`src/rtl/uv_stack_pkg.sv`:
```
`default_nettype none
// ============================================================================
// Module      : uv_stack_pkg
// Description : Shared constants for the pointer-addressed LIFO storage and
//               its push/pop front-end (uv_stack_ctrl).
//               DEF_DAT_WIDTH / DEF_PTR_WIDTH : default entry and pointer width
//               UDLY                          : delay constant used by storage
// Revision    : 1.0 - initial release
// ============================================================================
package uv_stack_pkg;

    localparam int DEF_DAT_WIDTH = 32;
    localparam int DEF_PTR_WIDTH = 3;

    // Unit delay applied by the storage model on its registered outputs.
    localparam int UDLY = 1;

endpackage : uv_stack_pkg
`default_nettype wire

```
`src/rtl/uv_stack_ctrl.sv`:
```
`default_nettype none
// ============================================================================
// Module      : uv_stack_ctrl
// Description : Push/pop front-end for the pointer-addressed LIFO storage.
//               Tracks top-of-stack pointer and occupancy, drives the storage
//               write/read/clear channels and returns popped data with the
//               storage read latency (ZERO_RDLY).
// Ports       : clk, rst_n (async, active-low)
//               push_vld/push_rdy/push_dat  - push request handshake
//               pop_vld/pop_rdy             - pop request handshake
//               pop_rsp_vld/pop_rsp_dat     - popped data (no backpressure)
//               clr                         - synchronous flush
//               st_wr/st_wr_ptr/st_wr_dat   - storage write channel
//               st_rd/st_rd_ptr/st_rd_dat   - storage read channel
//               st_clr                      - storage clear (equals clr)
//               len/full/empty              - registered occupancy status
//               ovf                         - oldest-entry overwrite pulse
// Macro       : UV_STACK_CTRL_OVWR_EN - push while full overwrites the oldest
//               entry instead of being backpressured.
// Revision    : 1.0 - initial release
// ============================================================================
module uv_stack_ctrl
    import uv_stack_pkg::*;
#(
    parameter int DAT_WIDTH = DEF_DAT_WIDTH,
    parameter int PTR_WIDTH = DEF_PTR_WIDTH,
    parameter bit ZERO_RDLY = 1'b1
)(
    input  logic                 clk,
    input  logic                 rst_n,
    input  logic                 push_vld,
    output logic                 push_rdy,
    input  logic [DAT_WIDTH-1:0] push_dat,
    input  logic                 pop_vld,
    output logic                 pop_rdy,
    output logic                 pop_rsp_vld,
    output logic [DAT_WIDTH-1:0] pop_rsp_dat,
    input  logic                 clr,
    output logic                 st_wr,
    output logic [PTR_WIDTH-1:0] st_wr_ptr,
    output logic [DAT_WIDTH-1:0] st_wr_dat,
    output logic                 st_rd,
    output logic [PTR_WIDTH-1:0] st_rd_ptr,
    input  logic [DAT_WIDTH-1:0] st_rd_dat,
    output logic                 st_clr,
    output logic [PTR_WIDTH:0]   len,
    output logic                 full,
    output logic                 empty,
    output logic                 ovf
);

    localparam logic [PTR_WIDTH:0]   c_depth   = (PTR_WIDTH+1)'(1) << PTR_WIDTH;
    localparam logic [PTR_WIDTH:0]   c_cnt_one = (PTR_WIDTH+1)'(1);
    localparam logic [PTR_WIDTH-1:0] c_ptr_one = PTR_WIDTH'(1);

    logic [PTR_WIDTH-1:0] r_tp;
    logic [PTR_WIDTH:0]   r_cnt;
    logic                 r_full;
    logic                 r_empty;

    logic [PTR_WIDTH-1:0] w_tp_m1;
    logic [PTR_WIDTH-1:0] w_tp_nxt;
    logic [PTR_WIDTH:0]   w_cnt_nxt;
    logic                 w_push_acc;
    logic                 w_pop_acc;

    // ------------------------------------------------------------------
    // Handshakes. A simultaneous pop frees the top slot, so a full stack
    // can still take a push when it is paired with a pop (replace).
    // ------------------------------------------------------------------
    assign pop_rdy = !r_empty && !clr;

`ifdef UV_STACK_CTRL_OVWR_EN
    assign push_rdy = !clr;
    assign ovf      = w_push_acc && !w_pop_acc && r_full;
`else
    assign push_rdy = !clr && (!r_full || pop_vld);
    assign ovf      = 1'b0;
`endif

    assign w_push_acc = push_vld && push_rdy;
    assign w_pop_acc  = pop_vld && pop_rdy;
    assign w_tp_m1    = r_tp - c_ptr_one;

    // ------------------------------------------------------------------
    // Storage channels. On replace both ports address the current top;
    // the storage resolves read-before-write so the old top is returned.
    // ------------------------------------------------------------------
    assign st_wr     = w_push_acc;
    assign st_wr_ptr = w_pop_acc ? w_tp_m1 : r_tp;
    assign st_wr_dat = push_dat;
    assign st_rd     = w_pop_acc;
    assign st_rd_ptr = w_tp_m1;
    assign st_clr    = clr;

    // ------------------------------------------------------------------
    // Pointer / occupancy update
    // ------------------------------------------------------------------
    always_comb begin
        w_tp_nxt  = r_tp;
        w_cnt_nxt = r_cnt;
        if (clr) begin
            w_tp_nxt  = '0;
            w_cnt_nxt = '0;
        end else if (w_push_acc && !w_pop_acc) begin
            w_tp_nxt = r_tp + c_ptr_one;
            // Overwrite while full keeps occupancy pinned at depth.
            if (!r_full) begin
                w_cnt_nxt = r_cnt + c_cnt_one;
            end
        end else if (w_pop_acc && !w_push_acc) begin
            w_tp_nxt  = w_tp_m1;
            w_cnt_nxt = r_cnt - c_cnt_one;
        end
    end

    always_ff @(posedge clk or negedge rst_n) begin
        if (!rst_n) begin
            r_tp    <= '0;
            r_cnt   <= '0;
            r_full  <= 1'b0;
            r_empty <= 1'b1;
        end else begin
            r_tp    <= w_tp_nxt;
            r_cnt   <= w_cnt_nxt;
            r_full  <= (w_cnt_nxt == c_depth);
            r_empty <= (w_cnt_nxt == '0);
        end
    end

    assign len   = r_cnt;
    assign full  = r_full;
    assign empty = r_empty;

    // ------------------------------------------------------------------
    // Pop response. A response already in flight survives clr (clr only
    // blocks new accepts) but is dropped by reset.
    // ------------------------------------------------------------------
    generate
        if (ZERO_RDLY) begin : g_rdly_zero
            assign pop_rsp_vld = w_pop_acc;
        end else begin : g_rdly_one
            logic r_rsp_vld;
            always_ff @(posedge clk or negedge rst_n) begin
                if (!rst_n) begin
                    r_rsp_vld <= 1'b0;
                end else begin
                    r_rsp_vld <= w_pop_acc;
                end
            end
            assign pop_rsp_vld = r_rsp_vld;
        end
    endgenerate

    // Gate the data so it reads as zero whenever no response is presented.
    assign pop_rsp_dat = pop_rsp_vld ? st_rd_dat : '0;

endmodule : uv_stack_ctrl
`default_nettype wire

```
`config.mk`:
```
export PLATFORM = sky130hd
export DESIGN_NAME = uv_stack_ctrl
export DESIGN_NICKNAME = d
export VERILOG_FILES = /design/src/rtl/uv_stack_pkg.sv /design/src/rtl/uv_stack_ctrl.sv
export SDC_FILE = /design/constraint.sdc
export NUM_CORES = 1
export LEC_CHECK = 0
export CELL_PAD_IN_SITES_DETAIL_PLACEMENT = 1
export CELL_PAD_IN_SITES_GLOBAL_PLACEMENT = 1
export CORE_MARGIN = 2
export CORE_UTILIZATION = 15
export DETAILED_ROUTE_END_ITERATION = 8
export PLACE_DENSITY = 0.86
export REMOVE_ABC_BUFFERS = 1
export SYNTH_ARGS = -nofsm -noshare
export SYNTH_HDL_FRONTEND = slang
export SYNTH_SLANG_ARGS = --single-unit
```
`constraint.sdc`:
```
create_clock -name clk -period 2.2 [get_ports clk]
set_input_delay 0.44 -clock clk [delete_from_list [all_inputs] [get_ports clk]]
set_output_delay 0.44 -clock clk [all_outputs]
set_load 0.02 [all_outputs]
```
==> summary.md, run 1 <==
| Metric | Value |
|---|---|
| Crit path max fanout | 14 |
| Die Ht | 90.8 um |
| # IOs | 152 |
| Synthesized instance count | 139 |
| Pre-antenna DRT Iters | 2 |
| Crit. End Element | output port |
| Remaining DRCs | 0 |
| Count of final setup violators | 0 |
| P_sw | 396 uW |
| Setup slack, reg-to-reg | approximately 0.26 ns |
| Synth Area in Compound Gates | 0.0619 |
| Clk pwr share | 0.188 |
| Netlist Area Pre-Place | 0.00113 mm2 |
| Crit. Startpoint | clr |
| RSZ-0062 raised after global routing | no |
| CP arrival | 1.72 ns |
| Fin. max-slew vios | 0 |
| Synth unique cells | 34 |
| H-Tree Depth | 1 |
| Worst VDD drop | 0.129 mV |
| PortBufs | 86 |
| Die area | a little over 0.008 mm2 |
| Share of cells above drive strength 1 | 0.262 |
| Routed length on met1 | about 1900 um |
| Final TNS setup | 0 ns |
| Clock-pin slew of the registers on the worst-case setup and hold paths | ~0.050 ns |
| Initial Util | 0.155 |
| Overall power | 1.01 mW |
| Most frequent cells in the layout | clkdlybuf4s50_1, and2_1, buf_2 |
| N_diodes | 0 |
| Post-Synth XOR/XNOR Area | 0.0542 |
| Max Root-Sink Buffers | 2 |
| Worst r2r dst | full$_DFF_PN0_ |
| Achievable Freq | between 400 and 500 MHz |
| Number of antenna violations at the first check in global routing | 0 |
| Synthesis-to-layout area growth | 64.2% |
| Synthesized flop and latch total | 9 |
| Final Skew | roughly 0.0056 ns |
| Synth warn | 0 |
| Adder-Cell Fraction of Synth Area | 0.0442 |
| Wire per inst | around 17 um |
| Final ANT Viol Nets | 0 |
| Detailed-route via count | ~1200 |
| Register area share after synthesis | 0.200 |
| Multi-input logic area | ~570 um2 |
| Outcome | completed |
| WS Path Type | in2out |
| Rows | 31 |
| Most common cell after layout, fill and taps aside | clkdlybuf4s50_1 |
| Sw Ratio | 0.391 |
| CTS buffer count | 3 |
| Die W | roughly 91 um |
| Comb pwr share | 0.595 |
| Register Area | around 230 um2 |
| CTS sink cnt | 9 |
| Hold Violations, Final | 0 |
| Largest net degree at the start of global routing | 15 |
| Largest family of logic cells by synthesized area | simple AND/OR/NAND/NOR gates |
| Post-CTS setup buffers | 0 |
| PwrDens | approximately 550 mW/mm2 |
| Min Tclk post-route | approximately 2.2 ns |
| Core Region | about 0.0073 mm2 |
| Simple-Gate Fraction of Synth Area | 0.320 |
| CTS tree | built |
| Placed cells | around 300 |
| Req. time, crit path | 1.76 ns |
| Routed wl met3 | between 1000 and 1500 um |
| Hold_buf cts | 0 |
| Final net count | around 280 |
| Hold Path Class | in2async |
| First-pass GRT wire length | 7530 um |
| RR Startpoint | empty$_DFF_PN1_ |
| Vias in the first global route | between 1000 and 1500 |
| Total GRT Usage | 0.123 |
| GRT overflow | 0 |
| 1st-iter DRT viols | 25 |
| Period utilisation layout | 0.984 |
| Met2 wire len | 2130 um |
| Root Buffer | clkbuf_8 |
| Worst skew pair latency | 0.23 ns |
| P_leak | roughly 0.88 nW |
| Syn_area_per_cell | 8.14 um2 |
| FF-to-FF path depth | 7 |
| Max Used Layer | met5 |
| Internal | 618 uW |
| Placer congestion estimate | roughly 0.74 |
| Sequential power share | 0.218 |
| Final non-filler cell total | 301 |
| Post-Route WL | about 5200 um |
| Fillers | about 880 |
| DP HPWL | ~4400 um |
| CP Launch Type | input port |
| Max_cap viols | 0 |
| Mux share of post-synthesis cell area | 0.0177 |
| Number of vias per cell | between 3 and 4 |
## final cells by class
type,count,area share
Multi-Input combinational cell,82,0.307
Sequential cell,9,0.122
Timing Repair inverter,1,0.00472
Timing Repair Buffer,99,0.455
Tap cell,99,0.0667
Inverter,7,0.0209
Clock buffer,4,0.0243
## timing repair
| item | CTS | global route |
|---|---|---|
| setup endpoints to repair | 42 | 8 |
| pin swaps | 1 | 0 |
| resized for setup | 125 | 9 |
| cloned | 1 | 0 |
## metal layers
metal / track usage / vias up
met5: 0.0385 / -
li1: - / 526
met4: 0.0290 / 2
met3: 0.122 / 8
met2: 0.174 / 115
met1: 0.125 / 514
## cells in the mapped netlist
| cell | count | area share |
|---|---|---|
| o21ai_0 | 3 | 0.013 |
| nand2b_4 | 1 | 0.012 |
| buf_6 | 1 | 0.010 |
| a21boi_0 | 1 | 0.0066 |
| nor2_2 | 1 | 0.0055 |
| nand2b_1 | 2 | 0.011 |
| conb_1 | 1 | 0.0033 |
| buf_4 | 36 | 0.24 |
| clkbuf_1 | 2 | 0.0066 |
| nor3b_1 | 1 | 0.0066 |
| nor4_1 | 2 | 0.011 |
| nand3b_1 | 1 | 0.0066 |
| o32ai_1 | 1 | 0.0077 |
| nor2_1 | 9 | 0.030 |
| mux2i_1 | 2 | 0.018 |
| a221oi_2 | 1 | 0.013 |
| xnor2_1 | 5 | 0.039 |
| inv_1 | 6 | 0.020 |
| and2b_1 | 2 | 0.013 |
| clkinv_8 | 1 | 0.014 |
| and2_1 | 32 | 0.18 |
| ha_1 | 4 | 0.044 |
| nand2_1 | 3 | 0.010 |
| dfrtp_1 | 8 | 0.18 |
| nor4_2 | 1 | 0.011 |
| a31oi_1 | 1 | 0.0055 |
| nor4b_2 | 1 | 0.013 |
| a211oi_1 | 1 | 0.0066 |
| buf_2 | 2 | 0.0088 |
| dfstp_2 | 1 | 0.023 |
| nand3_1 | 1 | 0.0044 |
| or3b_1 | 1 | 0.0077 |
| a21oi_1 | 2 | 0.0088 |
| xor2_1 | 2 | 0.015 |
## state kept, by name (all words and copies together) (netlist names)
signal,count
r_tp,3
empty,1
len,4
full,1
## worst max-delay path by stage
stage	to	slack, ns	cells past startpoint
detailed placement	pop_rsp_dat[18]	-0.71	6
CTS	pop_rsp_dat[13]	0.01	5
global route	pop_rsp_dat[13]	0.0009	5
finish	st_rd	0.04	5
floorplan	st_wr_ptr[0]	0.16	3
global placement	st_wr_ptr[2]	-0.67	6
## worst max-delay path: stages
cell and delay (ns):
dlygate4sd2_1 0.25, or3b_4 0.48, clkinv_8 0.10, buf_12 0.12, dlygate4sd2_1 0.33
## power groups by stage
stage	Sequential [mW]	Combinational [mW]	Clock (mW)
after global placement	0.220	0.640	0
after global routing	0.223	0.650	0.213
after detailed placement	0.222	0.654	0
final	0.221	0.603	0.190
after CTS	0.220	0.617	0.193
after floorplan	0.243	0.263	0
## per-stage QoR
stage / hold WS, ns / util / setup WS (ns) / instance area, um2
3_5_place_dp: 0.546 / 0.266 / -0.707 / 1940
3_3_place_gp: 0.538 / 0.266 / -0.668 / 1940
2_1_floorplan: 0.144 / - / 0.164 / 832
5_1_grt: 0.527 / 0.255 / 0.000856 / 1860
6_report: 0.507 / 0.255 / 0.0362 / 1860
4_1_cts: 0.523 / 0.255 / 0.0131 / 1860
## kinds of logic after synthesis
| kind of cell | Yosys count |
|---|---|
| simple gates | 58 |
| other cells | 1 |
| compound gates | 10 |
| mux | 2 |
| flops | 9 |
| fa+ha+maj | 4 |
| buf+inv | 48 |
| xor+xnor | 7 |
(Power assumes the default switching activity.)
==> inputs of run 2 (changes only) <==
--- a/config.mk
+++ b/config.mk
@@ -5,12 +5,14 @@
 export SDC_FILE = /design/constraint.sdc
 export NUM_CORES = 1
 export LEC_CHECK = 0
+export CAP_MARGIN = 15
 export CELL_PAD_IN_SITES_DETAIL_PLACEMENT = 1
 export CELL_PAD_IN_SITES_GLOBAL_PLACEMENT = 1
 export CORE_MARGIN = 2
 export CORE_UTILIZATION = 15
+export CTS_CLUSTER_DIAMETER = 60
 export DETAILED_ROUTE_END_ITERATION = 8
-export PLACE_DENSITY = 0.86
+export PLACE_DENSITY_LB_ADDON = 0.1
 export REMOVE_ABC_BUFFERS = 1
 export SYNTH_ARGS = -nofsm -noshare
 export SYNTH_HDL_FRONTEND = slang
==> run 2 against run 1 <==
Against the previous run:
- sequential share of layout area barely moved
- global-route usage rose by 0.22 points
- fmax rose by 1.6%
- sequential power barely moved
- combinational power barely moved
- total power fell by 0.62%
- largest cell class unchanged
==> summary.md, run 2 (synthesis results as in run 1) <==
| Metric | Value |
|---|---|
| Pre-antenna DRT Iters | 2 (unchanged) |
| Final ANT Viol Nets | 0 (unchanged) |
| CTS buffer count | 3 (unchanged) |
| Worst r2r dst | full$_DFF_PN0_ |
| Register Area | 226 um2 (unchanged) |
| Sw Ratio | 0.389 (-0.00151) |
| Top Family by Delay on Critical Path | simple AND/OR/NAND/NOR gates |
| Count of final setup violators | 0 (unchanged) |
| Fin. max-slew vios | 0 (unchanged) |
| Most common cell after layout, fill and taps aside | clkdlybuf4s50_1 |
| Core Region | 0.00729 mm2 (unchanged) |
| Post-CTS setup buffers | 0 (unchanged) |
| Comb pwr share | 0.598 (+0.003) |
| CP max stage delay | 0.48 ns (about the same) |
| P_leak | 0.894 nW (+1.2%) |
| Die Ht | 90.8 um (unchanged) |
| Min Tclk post-route | 2.13 ns (-0.0331 ns) |
| Crit path max fanout | 6 (-8) |
| Wire per inst | 17.4 um (about the same) |
| Achievable Freq | 469 MHz (+1.6%) |
| CTS tree | built |
| GRT overflow | 0 (unchanged) |
| Hold Violations, Final | 0 (unchanged) |
| Internal | 616 uW (-0.37%) |
| Post-Route WL | 5300 um (+1.3%) |
| Detailed-route via count | 1215 (+4.3%) |
| Setup slack, reg-to-reg | 0.23 ns (-0.03 ns) |
| Number of antenna violations at the first check in global routing | 0 (unchanged) |
| PortBufs | 86 (unchanged) |
| Overall power | 1.01 mW (-0.62%) |
| Clk pwr share | 0.184 (-0.004) |
| Max Root-Sink Buffers | 2 (unchanged) |
| CP Launch Type | input port |
| Placer congestion estimate | 0.696 (-5.9%) |
| Outcome | completed |
| Crit. End Element | output port |
| RSZ-0062 raised after global routing | no |
| P_sw | 392 uW (-1.0%) |
| WS Path Type | in2out |
| Die W | 90.8 um (unchanged) |
| Max reg flops | 4 (unchanged) |
| Remaining DRCs | 0 (unchanged) |
| Worst skew pair latency | 0.23 ns (about the same) |
| RR Startpoint | empty$_DFF_PN1_ |
| Largest net degree at the start of global routing | 12 (-3) |
| DP HPWL | 4230 um (-3.6%) |
| Req. time, crit path | 1.76 ns (about the same) |
| Slowest stage cell, crit path | or3b_4 |
| First-pass GRT wire length | 8000 um (+6.1%) |
| Total GRT Usage | 0.125 (+0.00220) |
| # IOs | 152 (unchanged) |
| CTS sink cnt | 9 (unchanged) |
| Fin util | 0.254 (-0.000515) |
| Crit path cell chain | dlygate4sd2_1 -> or3b_4 -> clkinv_4 -> and2_1 -> clkdlybuf4s15_2 |
| Multi-input logic area | 569 um2 (unchanged) |
| Die area | 0.00825 mm2 (unchanged) |
| Hold slack | 0.512 ns (+0.00520 ns) |
| Rows | 31 (unchanged) |
| Max_cap viols | 0 (unchanged) |
| Worst VDD drop | 0.397 mV (+210%) |
| Root Buffer | clkbuf_8 |
| PwrDens | 544 mW/mm2 (-0.42%) |
| Hold Path Class | in2async |
| CP arrival | 1.69 ns (-0.03 ns) |
| Final Skew | 0.00190 ns (-0.00373 ns) |
| Sequential power share | 0.218 (about the same) |
| 1st-iter DRT viols | 18 (-28%) |
| N_diodes | 0 (unchanged) |
| FF-to-FF path depth | 7 (unchanged) |
| Number of vias per cell | 3.98 (+2.9%) |
| Share of cells above drive strength 1 | 0.320 (+0.0580) |
| Fillers | 919 (+4.1%) |
| H-Tree Depth | 1 (unchanged) |
| WP buf/inv | 3 (-1) |
| Final net count | 280 (+1.4%) |
| Vias in the first global route | 1267 (+5.6%) |
| Initial Util | 0.155 (unchanged) |
| Period utilisation layout | 0.968 (-0.0150) |
| Most frequent cells in the layout | clkdlybuf4s50_1, and2_1, buf_2 |
| Clock-pin slew of the registers on the worst-case setup and hold paths | 0.04 ns (about the same) |
| Synthesis-to-layout area growth | 63.8% |
-- run 2: changes by cell type in the layout (fill, tap and decap cells not counted), sizes merged --
cell | before | now
dlygate4sd2 | 8 | 3
clkdlybuf4s50 | 45 | 44
clkbuf | 5 | 12
dlymetal6s2s | 1 | 2
buf | 40 | 43
clkinv | 2 | 3
clkdlybuf4s15 | 4 | 2
-- run 2: how the worst max path moves through the flow --
stage | from | end | slack [ns] | cells after the start
2_1_floorplan | empty$_DFF_PN1_ | st_wr_ptr[0] | 0.16 | 3
3_3_place_gp | pop_vld | st_wr_ptr[1] | -0.68 | 4
3_5_place_dp | pop_vld | st_wr_ptr[1] | -0.70 | 4
4_1_cts | clr | pop_rsp_dat[6] | 0.002 | 5
5_1_grt | pop_vld | pop_rsp_dat[28] | 0.002 | 5
6_report | clr | pop_rsp_dat[28] | 0.07 | 5
-- run 2: timing repair --
item / CTS / global route
gates resized for setup: 139 / 12
gates cloned: 2 / 0
endpoints found under the setup margin: 41 / 14
pin swaps: 1 / 2
hold buffers: 0 / 0
-- run 2: stage by stage --
| step | area, um2 | cells | TNS (ns) | worst slack [ns] |
|---|---|---|---|---|
| after floorplan | 832 | 98 | 0 | 0.164 |
| after global placement | 1950 | 299 | -24.44 | -0.679 |
| after detailed placement | 1950 | 299 | -25.68 | -0.702 |
| after CTS | 1890 | 305 | 0 | 0.00217 |
| after global routing | 1850 | 305 | 0 | 0.00170 |
| final | 1850 | 305 | 0 | 0.0693 |
-- run 2: layer usage --
layer	part of all wire	up-vias	track usage
li1	-	535	-
met1	0.45	556	0.155
met2	0.37	122	0.169
met3	0.18	2	0.0918
met4	0.0032	0	0.0253
met5	0	-	0.0449
-- run 2: final cells by class --
class	instances	area share
repair buffers	102	0.449
inverters	7	0.0209
repair inverters	2	0.00945
well taps	99	0.0668
multi-input cells	82	0.307
clock buffers	4	0.0243
flip-flops and latches	9	0.122
-- run 2: power by group through the flow --
stage          Sequential (mW)  Clock, mW  Combinational (mW)
2_1_floorplan            0.243          0               0.263
3_3_place_gp             0.221          0               0.643
3_5_place_dp             0.221          0               0.647
4_1_cts                  0.219      0.194               0.625
5_1_grt                  0.225      0.208               0.656
6_report                 0.220      0.185               0.603
